===== src/rtl/mips_fetch_pkg.sv =====
// Shared definitions for the instruction-fetch stage: reset PC, instruction
// field positions, word stride and the buffer entry layout.
package mips_fetch_pkg;

  localparam logic [31:0] DEF_RESET_PC = 32'h0000_0000;
  localparam int          OPCODE_MSB   = 31;
  localparam int          OPCODE_LSB   = 26;
  localparam int          FUNCT_MSB    = 5;
  localparam int          FUNCT_LSB    = 0;
  localparam int          JIDX_W       = 26;
  localparam logic [31:0] WORD_STRIDE  = 32'd4;

  typedef struct packed {
    logic [31:0] instr;
    logic [31:0] pc;
  } fetch_entry_t;

  // j target: upper nibble of the sequential PC, word index from the instruction.
  function automatic logic [31:0] jump_target(input logic [31:0] pc_plus4,
                                              input logic [31:0] instr_word);
    return {pc_plus4[31:28], instr_word[JIDX_W-1:0], 2'b00};
  endfunction

endpackage


===== src/rtl/fetch_buffer.sv =====
// In-order FIFO of {instr, pc} returned by instruction memory; flush empties
// it in one cycle and wins over a same-cycle push or pop.
module fetch_buffer
  import mips_fetch_pkg::*;
#(
  parameter int DEPTH = 2,
  localparam int AW = $clog2(DEPTH),
  localparam int CW = AW + 1
) (
  input  logic         clk,
  input  logic         reset,
  input  logic         i_push,
  input  fetch_entry_t i_push_data,
  input  logic         i_pop,
  input  logic         i_flush,
  output fetch_entry_t o_head,
  output logic [CW-1:0] o_count,
  output logic         o_full,
  output logic         o_empty
);

  fetch_entry_t  r_mem [DEPTH];
  logic [AW-1:0] r_wr_ptr;
  logic [AW-1:0] r_rd_ptr;
  logic [CW-1:0] r_count;
  logic          w_do_push;
  logic          w_do_pop;

  assign w_do_push = i_push && !i_flush;
  assign w_do_pop  = i_pop && !o_empty && !i_flush;

  always_ff @(posedge clk) begin
    if (reset || i_flush) begin
      r_wr_ptr <= '0;
      r_rd_ptr <= '0;
      r_count  <= '0;
    end else begin
      if (w_do_push) r_wr_ptr <= r_wr_ptr + AW'(1);
      if (w_do_pop)  r_rd_ptr <= r_rd_ptr + AW'(1);
      r_count <= r_count + CW'(w_do_push) - CW'(w_do_pop);
    end
  end

  always_ff @(posedge clk) begin
    if (w_do_push) r_mem[r_wr_ptr] <= i_push_data;
  end

  assign o_head  = r_mem[r_rd_ptr];
  assign o_count = r_count;
  assign o_full  = (r_count == CW'(DEPTH));
  assign o_empty = (r_count == '0);

  // A push into a full buffer is only legal when the head leaves the same cycle.
  assert property (@(posedge clk) disable iff (reset) !(w_do_push && o_full && !i_pop));

endmodule


===== src/rtl/imem_fetch_unit.sv =====
// Fetch stage: owns the PC, issues credit-limited requests to instruction
// memory, buffers replies in order and applies branch/jump redirects on consume.
module imem_fetch_unit
  import mips_fetch_pkg::*;
#(
  parameter logic [31:0] RESET_PC  = DEF_RESET_PC,
  parameter int          BUF_DEPTH = 2
) (
  input  logic        clk,
  input  logic        reset,
  output logic        imem_req,
  output logic [31:0] imem_addr,
  input  logic        imem_ready,
  input  logic        imem_rvalid,
  input  logic [31:0] imem_rdata,
  output logic        instr_valid,
  output logic [31:0] instr,
  output logic [31:0] instr_pc,
  output logic [31:0] pc_plus4,
  input  logic        instr_ready,
  input  logic        branch,
  input  logic        zero,
  input  logic        jump,
  input  logic [31:0] signimm
);

  localparam int CW = $clog2(BUF_DEPTH) + 1;

  logic [31:0]   r_fetch_pc;
  logic [31:0]   r_resp_pc;
  logic [CW-1:0] r_outstanding;
  logic [CW-1:0] r_discard;

  logic [CW-1:0] w_count;
  logic [CW-1:0] w_out_next;
  logic [CW:0]   w_credit_used;
  logic          w_full;
  logic          w_empty;
  logic          w_accept;
  logic          w_pop;
  logic          w_take;
  logic          w_drop;
  logic          w_push;
  logic [31:0]   w_target;
  fetch_entry_t  w_head;
  fetch_entry_t  w_push_data;

  // Words in flight and words already buffered both consume a buffer slot.
  assign w_credit_used = {1'b0, r_outstanding} + {1'b0, w_count};
  assign imem_req      = !reset && !w_full && (w_credit_used < (CW+1)'(BUF_DEPTH));
  assign imem_addr     = r_fetch_pc;
  assign w_accept      = imem_req && imem_ready;

  assign instr_valid = !w_empty;
  assign instr       = instr_valid ? w_head.instr : '0;
  assign instr_pc    = instr_valid ? w_head.pc    : '0;
  assign pc_plus4    = instr_pc + WORD_STRIDE;

  assign w_pop    = instr_valid && instr_ready;
  assign w_take   = w_pop && (jump || (branch && zero));
  assign w_target = jump ? jump_target(pc_plus4, instr) : pc_plus4 + (signimm << 2);

  // A reply arriving in the redirect cycle belongs to the old path.
  assign w_drop      = imem_rvalid && (r_discard != '0);
  assign w_push      = imem_rvalid && !w_drop && !w_take;
  assign w_push_data = '{instr: imem_rdata, pc: r_resp_pc};
  assign w_out_next  = r_outstanding + CW'(w_accept) - CW'(imem_rvalid);

  always_ff @(posedge clk) begin
    if (reset) begin
      r_fetch_pc    <= RESET_PC;
      r_resp_pc     <= RESET_PC;
      r_outstanding <= '0;
      r_discard     <= '0;
    end else begin
      r_outstanding <= w_out_next;
      if (w_take) begin
        r_fetch_pc <= w_target;
        r_resp_pc  <= w_target;
        r_discard  <= w_out_next;
      end else begin
        if (w_accept) r_fetch_pc <= r_fetch_pc + WORD_STRIDE;
        if (w_push)   r_resp_pc  <= r_resp_pc + WORD_STRIDE;
        if (w_drop)   r_discard  <= r_discard - CW'(1);
      end
    end
  end

  fetch_buffer #(.DEPTH(BUF_DEPTH)) u_buf (
    .clk        (clk),
    .reset      (reset),
    .i_push     (w_push),
    .i_push_data(w_push_data),
    .i_pop      (w_pop),
    .i_flush    (w_take),
    .o_head     (w_head),
    .o_count    (w_count),
    .o_full     (w_full),
    .o_empty    (w_empty)
  );

endmodule


===== config.mk =====
export PLATFORM = sky130hd
export DESIGN_NAME = imem_fetch_unit
export DESIGN_NICKNAME = d
export VERILOG_FILES = /design/src/rtl/mips_fetch_pkg.sv /design/src/rtl/fetch_buffer.sv /design/src/rtl/imem_fetch_unit.sv
export SDC_FILE = /design/constraint.sdc
export NUM_CORES = 1
export LEC_CHECK = 0
export BUFFER_PORTS_ARGS = -buffer_cell sky130_fd_sc_hd__buf_2
export CAP_MARGIN = 10
export CORE_MARGIN = 3
export CORE_UTILIZATION = 60
export DETAILED_ROUTE_END_ITERATION = 16
export HOLD_SLACK_MARGIN = 0.06
export PLACE_DENSITY = 0.85
export SETUP_SLACK_MARGIN = 0.05
export SYNTH_ARGS = -nofsm -noshare
export SYNTH_HDL_FRONTEND = slang
export SYNTH_HIERARCHICAL = 1
export SYNTH_SLANG_ARGS = --single-unit
export TNS_END_PERCENT = 100

===== constraint.sdc =====
create_clock -name clk -period 14.2 [get_ports clk]
set_input_delay 3.55 -clock clk [delete_from_list [all_inputs] [get_ports clk]]
set_output_delay 3.55 -clock clk [all_outputs]
set_load 0.005 [all_outputs]

==> flow_metrics.env, run 1 <==
export IMPL_cts_root_buf="clkbuf_16"
export IMPL_grt_pass1_wl_mm=48.6
export IMPL_cts_buffers_inserted=22
export IMPL_synth_simple_area_share=0.178
export IMPL_fmax_mhz=124
export IMPL_start_util=0.620
export IMPL_vias=9787
export IMPL_synthCells=1133
export IMPL_ctsResizeCount=0
export IMPL_synth_xor_area_frac=0.0514
export IMPL_hp_start="r_resp_pc[1]"
export IMPL_syn_avg_cell_area_sq_um=10.0
export IMPL_synthFlopType="edfxtp_1"
export IMPL_tightest_slew_ps=1040
export IMPL_core_sq_um=18300
export IMPL_synth_compound_area_frac=0.158
export IMPL_layout_drive_gt1_share=0.249
export IMPL_synth_seq_cells=201
export IMPL_wire_per_inst_um=20.1
export IMPL_relSlewSlack=0.304
export IMPL_arrival_ps=4540
export IMPL_synth_edf_count=128
export IMPL_synth_cell_types=67
export IMPL_die_area_sq_um=20600
export IMPL_overflow=0
export IMPL_finClkSkew_ps=17.3
export IMPL_setup_tns_ps=0
export IMPL_area_growth_pct=16.1
export IMPL_syn_num_nets=1247
export IMPL_rows=49
export IMPL_cts_hold_buffers=0
export IMPL_avgViaCountPerCell=6.27
export IMPL_crit_slowest_cell="buf_4"
export IMPL_drc_errors=0
export IMPL_maxCapViolCount=0
export IMPL_path_cells="buf_2 -> buf_4 -> nor4_1 -> buf_2"
export IMPL_cp_max_fo=66
export IMPL_grt_usage=0.297
export IMPL_slowest_delay_ps=580
export IMPL_layout_nets=1429
export IMPL_end_kind="primary output"
export IMPL_syn_cell_area_sq_um=11300
export IMPL_clock_sinks=201
export IMPL_diodes=0
export IMPL_synthArstFlopShare=0
export IMPL_synth_mux_area_fraction=0.0675
export IMPL_worst_setup_path_start_kind="input pin"
export IMPL_final_min_clock_period_ps=8090
export IMPL_tritoncts="done"
export IMPL_routed_wirelength_mm=31.3
export IMPL_fp_dieH_um=143
export IMPL_gp_congestion=0.978
export IMPL_yosys_warnings=6
export IMPL_worstPathRequired_ps=10650
export IMPL_first_pass_iters=6
export IMPL_yosysSeqAreaShare=0.468
export IMPL_peakVddDrop_uv=133
export IMPL_post_cts_setup_buffers=0
export IMPL_finalPower_mw=2.48
export IMPL_rsz0062_at_grt="false"
export IMPL_cts_path_max_buffers=3
export IMPL_critPathLaunch="reset"
export IMPL_cpLargestDelayFamily="buffers and inverters"
export IMPL_ant_nets=0
export IMPL_hpwl_mm=22.8
export IMPL_hold_viol=0
export IMPL_drtIter0Drc=993
export IMPL_outcome="complete, no violations"
export IMPL_p_leak_nw=5.25
export IMPL_min_period_over_period=0.570
export IMPL_grt_pass1_vias=9235
export IMPL_synth_top_family_by_area="simple AND/OR/NAND/NOR gates"
export IMPL_port_buffers=199
export IMPL_grt_antenna_before_repair=1
export IMPL_path_buf_inv=3
export IMPL_hp_class="flop to flop"
export IMPL_crit_top_cell="buf_2"
export IMPL_crit_type="input pin to primary output"
export IMPL_synthAdderAreaFrac=0.0477
export IMPL_ios=202
export IMPL_p_per_area_nw_per_um2=188
export IMPL_clock_latency_ps=520
export IMPL_fp_dieW_um=143
export IMPL_slew_violations=0
export IMPL_htreeDepth=1
export IMPL_setup_viol=0
export IMPL_clk_pin_slew_worst_paths_ps=60
export IMPL_grt_max_degree=67
cell usage in the layout, fill, tap and decap left out, types with 27 or more instances in the layout:
cell and count:
ha_1 40, nor2_1 88, buf_2 199, nand2_1 92, nor2b_1 66, dfxtp_1 72, mux2_2 67, nand3_1 40
a211oi_1 31, xor2_1 27, o21ai_0 52, edfxtp_1 128, a21oi_1 89, xnor2_1 37
synth_stat cells, types with 19 or more instances:
cell / number / area, sq um
edfxtp_1: 128 / 3840
nand2_1: 92 / 345
nor2_1: 92 / 345
a21oi_1: 89 / 445
dfxtp_1: 73 / 1460
mux2_2: 67 / 754
nor2b_1: 66 / 413
o21ai_0: 52 / 260
ha_1: 40 / 500
nand3_1: 40 / 200
clkbuf_1: 38 / 143
xnor2_1: 37 / 324
a211oi_1: 31 / 233
xor2_1: 27 / 236
nand4_1: 23 / 144
nor3_1: 22 / 110
inv_1: 21 / 78.8
a21o_1: 19 / 143
stage by stage:
step	worst slack [ps]	area [sq um]	hold slack, ps	util	instances
floorplan	6270	11300	425	-	1133
global placement	6100	12500	430	0.682	1520
detailed placement	6120	12500	444	0.682	1520
CTS	6110	13200	457	0.720	1560
global route	5940	13200	474	0.720	1560
finish	6110	13200	456	0.720	1560
power by group:
group	switching, mW	internal [mW]
Clock	0.229	0.315
Combinational	0.687	0.426
Sequential	0.0597	0.763
final timing paths:
kind / to / slack, ps / depth (start not counted)
min: u_buf/r_mem[0][1] / 460 / 0
max reg2reg: imem_addr[31] / 8030 / 20
max: imem_req / 6110 / 4
min reg2reg: u_buf/r_mem[0][1] / 460 / 0
per-layer routing:
metal | up-vias | share of wire | wire length [um] | GRT usage
li1 | 4555 | - | - | -
met3 | 73 | 0.11 | 3340 | 0.0596
met1 | 4574 | 0.40 | 12700 | 0.407
met2 | 581 | 0.45 | 14200 | 0.474
met5 | - | 0.00083 | 26 | 0
met4 | 4 | 0.036 | 1120 | 0.108
cell families (layout without fill, tap and decap cells):
family | Yosys count | count (layout)
AO/OA/AOI/OAI | 284 | 284
XOR/XNOR | 65 | 65
adder cells (fa/ha/maj) | 42 | 42
buffers and inverters | 72 | 270
flip-flops | 201 | 201
multiplexers | 68 | 68
AND/OR/NAND/NOR | 401 | 401
sequential cells by signal, summed over array words and instances, names as in the netlist, named ones only:
register,cells
imem_addr,32
r_discard,2
r_outstanding,2
r_resp_pc,32
u_buf/o_count,2
u_buf/r_mem,128
u_buf/r_rd_ptr,1
u_buf/r_wr_ptr,1
final cells by class:
| type | instances | area [sq um] |
|---|---|---|
| multi-input combinational | 860 | 5730 |
| sequential | 201 | 5310 |
| fill | 1308 | 5110 |
| timing repair buffer | 208 | 1060 |
| clock buffer | 34 | 606 |
| tap | 229 | 287 |
| clock inverter | 6 | 83.8 |
| inverter | 22 | 82.6 |
(Power assumes the default switching activity.)
==> run 2: changes to the inputs <==
--- a/config.mk
+++ b/config.mk
@@ -8,10 +8,10 @@
 export BUFFER_PORTS_ARGS = -buffer_cell sky130_fd_sc_hd__buf_2
 export CAP_MARGIN = 10
 export CORE_MARGIN = 3
-export CORE_UTILIZATION = 60
+export CORE_UTILIZATION = 51
 export DETAILED_ROUTE_END_ITERATION = 16
 export HOLD_SLACK_MARGIN = 0.06
-export PLACE_DENSITY = 0.85
+export PLACE_DENSITY = 0.77
 export SETUP_SLACK_MARGIN = 0.05
 export SYNTH_ARGS = -nofsm -noshare
 export SYNTH_HDL_FRONTEND = slang
==> constraint.sdc (replaced) <==
create_clock -name clk -period 6.58 [get_ports clk]
set_input_delay 1.645 -clock clk [delete_from_list [all_inputs] [get_ports clk]]
set_output_delay 1.645 -clock clk [all_outputs]
set_load 0.005 [all_outputs]
==> flow_metrics.env, run 2 (synthesis results as in run 1) <==
export IMPL_arrival_ps=3790
export IMPL_cts_hold_buffers=0
export IMPL_final_common_cell="buf_2"
export IMPL_ios=202
export IMPL_worstHoldPathCells=0
export IMPL_whs_ps=455
export IMPL_fmax_mhz=184
export IMPL_die_area_sq_um=24000
export IMPL_wire_per_inst_um=20.0
export IMPL_ctsResizeCount=0
export IMPL_fp_dieW_um=155
export IMPL_r2r_end="r_resp_pc[26]"
export IMPL_layout_common_cells="buf_2, edfxtp_1, nand2_1"
export IMPL_fp_dieH_um=155
export IMPL_start_util=0.529
export IMPL_port_buffers=199
export IMPL_setup_viol=0
export IMPL_cts_buffers_inserted=21
export IMPL_drtIter0Drc=798
export IMPL_layout_drive_gt1_share=0.254
export IMPL_min_period_over_period=0.826
export IMPL_grt_pass1_vias=9012
export IMPL_first_pass_iters=8
export IMPL_clk_pin_slew_worst_paths_ps=70
export IMPL_hold_viol=0
export IMPL_grt_max_degree=66
export IMPL_setup_tns_ps=0
export IMPL_p_leak_nw=5.29
export IMPL_layout_nets=1434
export IMPL_pre_cts_slack_ps=1210
export IMPL_clock_sinks=201
export IMPL_fin_util=0.620
export IMPL_rsz0062_at_grt="false"
export IMPL_worstPathRequired_ps=4930
export IMPL_outcome="complete, no violations"
export IMPL_final_min_clock_period_ps=5430
export IMPL_slew_violations=0
export IMPL_finClkSkew_ps=20.9
export IMPL_hpwl_mm=23.8
export IMPL_diodes=0
export IMPL_htreeDepth=1
export IMPL_cts_path_max_buffers=3
export IMPL_tightest_slew_ps=1080
export IMPL_core_sq_um=21400
export IMPL_hp_class="flop to flop"
export IMPL_hp_start="r_resp_pc[1]"
export IMPL_finalPower_mw=5.41
export IMPL_ant_nets=0
export IMPL_peakVddDrop_uv=166
export IMPL_top_register="u_buf/r_mem"
export IMPL_grt_antenna_before_repair=0
export IMPL_tritoncts="done"
export IMPL_area_growth_pct=17.2
export IMPL_post_cts_setup_buffers=0
export IMPL_avgViaCountPerCell=6.00
export IMPL_rows=53
export IMPL_crit_slowest_cell="or4_4"
export IMPL_grt_pass1_wl_mm=49.1
export IMPL_fin_ws_ps=1150
export IMPL_vias=9643
export IMPL_drc_errors=0
export IMPL_crit_type="flop to primary output"
export IMPL_path_cells="buf_4 -> mux2_2 -> inv_1 -> nor2_1 -> nand2_2 -> or4_4 -> nor3_2 -> xor2_1 -> buf_2"
export IMPL_worst_setup_path_start_kind="flop"
export IMPL_largest_reg_flops=128
export IMPL_maxCapViolCount=0
export IMPL_gp_congestion=0.908
export IMPL_hold_end="u_buf/r_mem[0][1]"
export IMPL_cts_root_buf="clkbuf_16"
export IMPL_r2r_cells=18
export IMPL_slowest_delay_ps=600
export IMPL_grt_usage=0.254
export IMPL_routed_wirelength_mm=32.1
export IMPL_cp_max_fo=40
export IMPL_clock_latency_ps=500
export IMPL_end_kind="primary output"
export IMPL_p_per_area_nw_per_um2=407
export IMPL_relSlewSlack=0.280
export IMPL_reg2reg_setup_slack_ps=1160
export IMPL_overflow=0
==> run 2: cell count changes in the layout (fill, tap and decap cells not counted) <==
cell / delta
clkbuf_1: -10
inv_6: +1
bufinv_16: +2
clkbuf_16: -1
clkinv_16: -1
buf_4: +4
buf_12: +2
clkinv_2: +1
clkinv_1: +4
==> run 2: power breakdown <==
group / switching [mW] / total [mW] / internal, mW
clock network: 0.481 / 1.19 / 0.713
logic: 1.50 / 2.45 / 0.952
registers: 0.125 / 1.77 / 1.64
==> run 2: area by class of cell <==
cell class              count  area (sq um)
fillers                  1809          8140
clock buffers              23           543
repair buffers            214          1130
clock inverters            13           143
inverters                  22          82.6
well taps                 275           344
multi-input cells         860          5730
flip-flops and latches    201          5310
==> run 2: worst max path at each step <==
stage,start,to,slack (ps),depth (start not counted)
final,flop,pc_plus4[29],1150,9
after global routing,flop,imem_addr[31],760,19
after CTS,flop,pc_plus4[29],1130,9
after detailed placement,flop,r_resp_pc[31],1210,19
after global placement,flop,imem_addr[31],1260,19
after floorplan,jump,u_buf/r_mem[0][0],560,7
==> run 2: critical path: cells and delay by family (launching register included) <==
family,cells,cell delay (ps)
XOR/XNOR,1,460
buffers and inverters,3,770
multiplexers,1,300
AND/OR/NAND/NOR,4,1320
flip-flops,1,440
==> run 2: stage by stage <==
stage                     cells  cell area (sq um)
after global routing       1608              13300
after CTS                  1608              13300
after global placement     1572              12600
final                      1608              13300
after floorplan            1133              11300
after detailed placement   1572              12600
==> run 2: layer usage <==
metal  global-route usage  part of all wire  wire [um]  vias up
met2                0.403              0.45      14600      470
met1                0.353              0.42      13400     4548
met3               0.0470             0.096       3090       59
met5                    0                 0          0        -
li1                     -                 -          -     4566
met4               0.0858             0.031        996        0
==> run 3: changes to the inputs <==
--- a/config.mk
+++ b/config.mk
@@ -5,13 +5,14 @@
 export SDC_FILE = /design/constraint.sdc
 export NUM_CORES = 1
 export LEC_CHECK = 0
+export ABC_AREA = 1
 export BUFFER_PORTS_ARGS = -buffer_cell sky130_fd_sc_hd__buf_2
 export CAP_MARGIN = 10
 export CORE_MARGIN = 3
-export CORE_UTILIZATION = 51
+export CORE_UTILIZATION = 53
 export DETAILED_ROUTE_END_ITERATION = 16
 export HOLD_SLACK_MARGIN = 0.06
-export PLACE_DENSITY = 0.77
+export PLACE_DENSITY = 0.78
 export SETUP_SLACK_MARGIN = 0.05
 export SYNTH_ARGS = -nofsm -noshare
 export SYNTH_HDL_FRONTEND = slang
==> constraint.sdc (replaced) <==
create_clock -name clk -period 4.77 [get_ports clk]
set_input_delay 1.1925 -clock clk [delete_from_list [all_inputs] [get_ports clk]]
set_output_delay 1.1925 -clock clk [all_outputs]
set_load 0.005 [all_outputs]
==> flow_metrics.env, run 3 <==
export IMPL_final_min_clock_period_ps=4430
export IMPL_intPower_mw=4.94
export IMPL_layout_drive_gt1_share=0.198
export IMPL_ios=202
export IMPL_setup_tns_ps=0
export IMPL_grt_pass1_wl_mm=63.2
export IMPL_dp_cells=2181
export IMPL_worst_setup_path_start_kind="flop"
export IMPL_clk_pin_slew_worst_paths_ps=60
export IMPL_rsz0062_at_grt="false"
export IMPL_relSlewSlack=0.463
export IMPL_hp_class="flop to flop"
export IMPL_layout_common_cells="nand2_1, inv_1, buf_2"
export IMPL_p_leak_nw=7.46
export IMPL_synthFlopType="edfxtp_1"
export IMPL_final_common_cell="nand2_1"
export IMPL_yosys_warnings=6
export IMPL_post_cts_setup_buffers=0
export IMPL_cp_max_fo=15
export IMPL_drtIter0Drc=1212
export IMPL_arrival_ps=4820
export IMPL_port_buffers=199
export IMPL_tritoncts="done"
export IMPL_crit_slowest_cell="dfxtp_4"
export IMPL_htreeDepth=1
export IMPL_synth_most_common_cell="nand2_1"
export IMPL_worstPathRequired_ps=5160
export IMPL_grt_max_degree=55
export IMPL_synthCells=1677
export IMPL_hold_viol=0
export IMPL_slowest_delay_ps=550
export IMPL_area_growth_pct=15.1
export IMPL_synth_seq_cells=201
export IMPL_fp_dieW_um=164
export IMPL_die_area_sq_um=27000
export IMPL_first_pass_iters=6
export IMPL_pwr_share_comb=0.455
export IMPL_start_util=0.544
export IMPL_cts_root_buf="clkbuf_16"
export IMPL_fp_dieH_um=164
export IMPL_whs_ps=472
export IMPL_end_kind="flop"
export IMPL_tightest_slew_ps=798
export IMPL_maxCapViolCount=0
export IMPL_swShare=0.413
export IMPL_syn_avg_cell_area_sq_um=7.93
export IMPL_core_sq_um=24500
export IMPL_diodes=0
export IMPL_final_area_sq_um=15300
export IMPL_power_share_sequential=0.345
export IMPL_grt_usage=0.302
export IMPL_syn_cell_area_sq_um=13300
export IMPL_netlist_top_cells_count="nand2_1, inv_1, nor2_1"
export IMPL_finalPower_mw=8.41
export IMPL_grt_pass1_vias=11500
export IMPL_clock_sinks=201
export IMPL_peakVddDrop_uv=515
export IMPL_syn_num_nets=1791
export IMPL_grt_antenna_before_repair=0
export IMPL_largest_reg_flops=128
export IMPL_routed_wirelength_mm=41.9
export IMPL_ant_nets=0
export IMPL_clock_latency_ps=510
export IMPL_rows=57
export IMPL_slew_violations=0
export IMPL_synth_cell_types=52
export IMPL_p_sw_mw=3.47
export IMPL_crit_type="flop to flop"
export IMPL_vias=12300
export IMPL_setup_viol=0
export IMPL_layout_nets=1994
export IMPL_synth_area_top_cells="edfxtp_1, dfxtp_1, nand2_1"
export IMPL_p_per_area_nw_per_um2=550
export IMPL_postPlaceCellArea_sq_um=14600
export IMPL_cts_path_max_buffers=3
export IMPL_avgViaCountPerCell=5.53
export IMPL_cts_buffers_inserted=21
export IMPL_gp_congestion=0.960
export IMPL_fin_cells=2219
export IMPL_drc_errors=0
export IMPL_wire_per_inst_um=18.9
export IMPL_top_register="u_buf/r_mem"
export IMPL_synth_top_area_share=0.289
export IMPL_p_clk_frac=0.200
export IMPL_outcome="complete, no violations"
export IMPL_hpwl_mm=32.8
export IMPL_min_period_over_period=0.929
export IMPL_overflow=0
export IMPL_synth_edf_count=128
export IMPL_fmax_mhz=226
export IMPL_ctsResizeCount=0
export IMPL_cts_hold_buffers=0
export IMPL_synth_area_leader_cell="edfxtp_1"
export IMPL_yosysSeqAreaShare=0.399
export IMPL_finClkSkew_ps=28.9
export IMPL_synthArstFlopShare=0
run 3: cell count changes after synthesis, sizes merged, moves of 55 or more:
cell	before	now
nor2b	67	0
nor2	92	193
inv	21	286
o21ai	58	113
nand2	93	350
nand3	40	100
run 3: cell families (layout without fill, tap and decap cells):
| logic type | Yosys count | in the layout | share of synthesized area |
|---|---|---|---|
| adders and majority gates | 42 | 42 | 0.0406 |
| buffers and inverters | 333 | 551 | 0.106 |
| xor gates and xnor gates | 61 | 61 | 0.0402 |
| and+or+nand+nor | 741 | 741 | 0.245 |
| DFF | 201 | 201 | 0.399 |
| muxes | 64 | 64 | 0.0711 |
| AOI/OAI and AO/OA | 235 | 235 | 0.0987 |
run 3: final timing paths:
check | startpoint | end | slack, ps | depth (start not counted)
worst max-delay path | flop | r_resp_pc[27] | 340 | 25
worst min-delay path | r_resp_pc[1] | u_buf/r_mem[1][1] | 470 | 0
worst max register to register | flop | r_resp_pc[27] | 340 | 25
worst min register to register | r_resp_pc[1] | u_buf/r_mem[1][1] | 470 | 0
run 3: layer usage:
layer  track usage  wire (um)
met5             0          0
met2         0.515      19700
met4         0.101       1540
met1         0.401      17100
met3        0.0376       3510
run 3: area by class of cell:
class	count	area [sq um]
fillers	2180	9150
multi-input cells	1143	6610
flip-flops and latches	201	5310
repair buffers	225	1190
inverters	288	1090
clock buffers	28	572
well taps	324	405
clock inverters	10	135
run 3: power by group through the flow:
stage / Combinational, mW / Clock (mW) / Sequential, mW
6_report: 3.83 / 1.68 / 2.90
5_1_grt: 4.24 / 1.77 / 2.95
4_1_cts: 3.80 / 1.70 / 2.89
3_5_place_dp: 3.77 / 0 / 2.93
3_3_place_gp: 3.70 / 0 / 2.90
2_1_floorplan: 2.59 / 0 / 2.78
run 3: through the flow:
step	worst slack, ps	util
after floorplan	734	-
after global placement	498	0.597
after detailed placement	384	0.597
after CTS	335	0.626
after global routing	93.5	0.626
final	340	0.626
run 3: critical path, delay by kind of cell (launching register included):
family | cells | cell delay [ps]
and+or+nand+nor | 17 | 2540
adders and majority gates | 2 | 590
DFF | 1 | 550
buffers and inverters | 4 | 240
muxes | 1 | 210
xor gates and xnor gates | 1 | 130
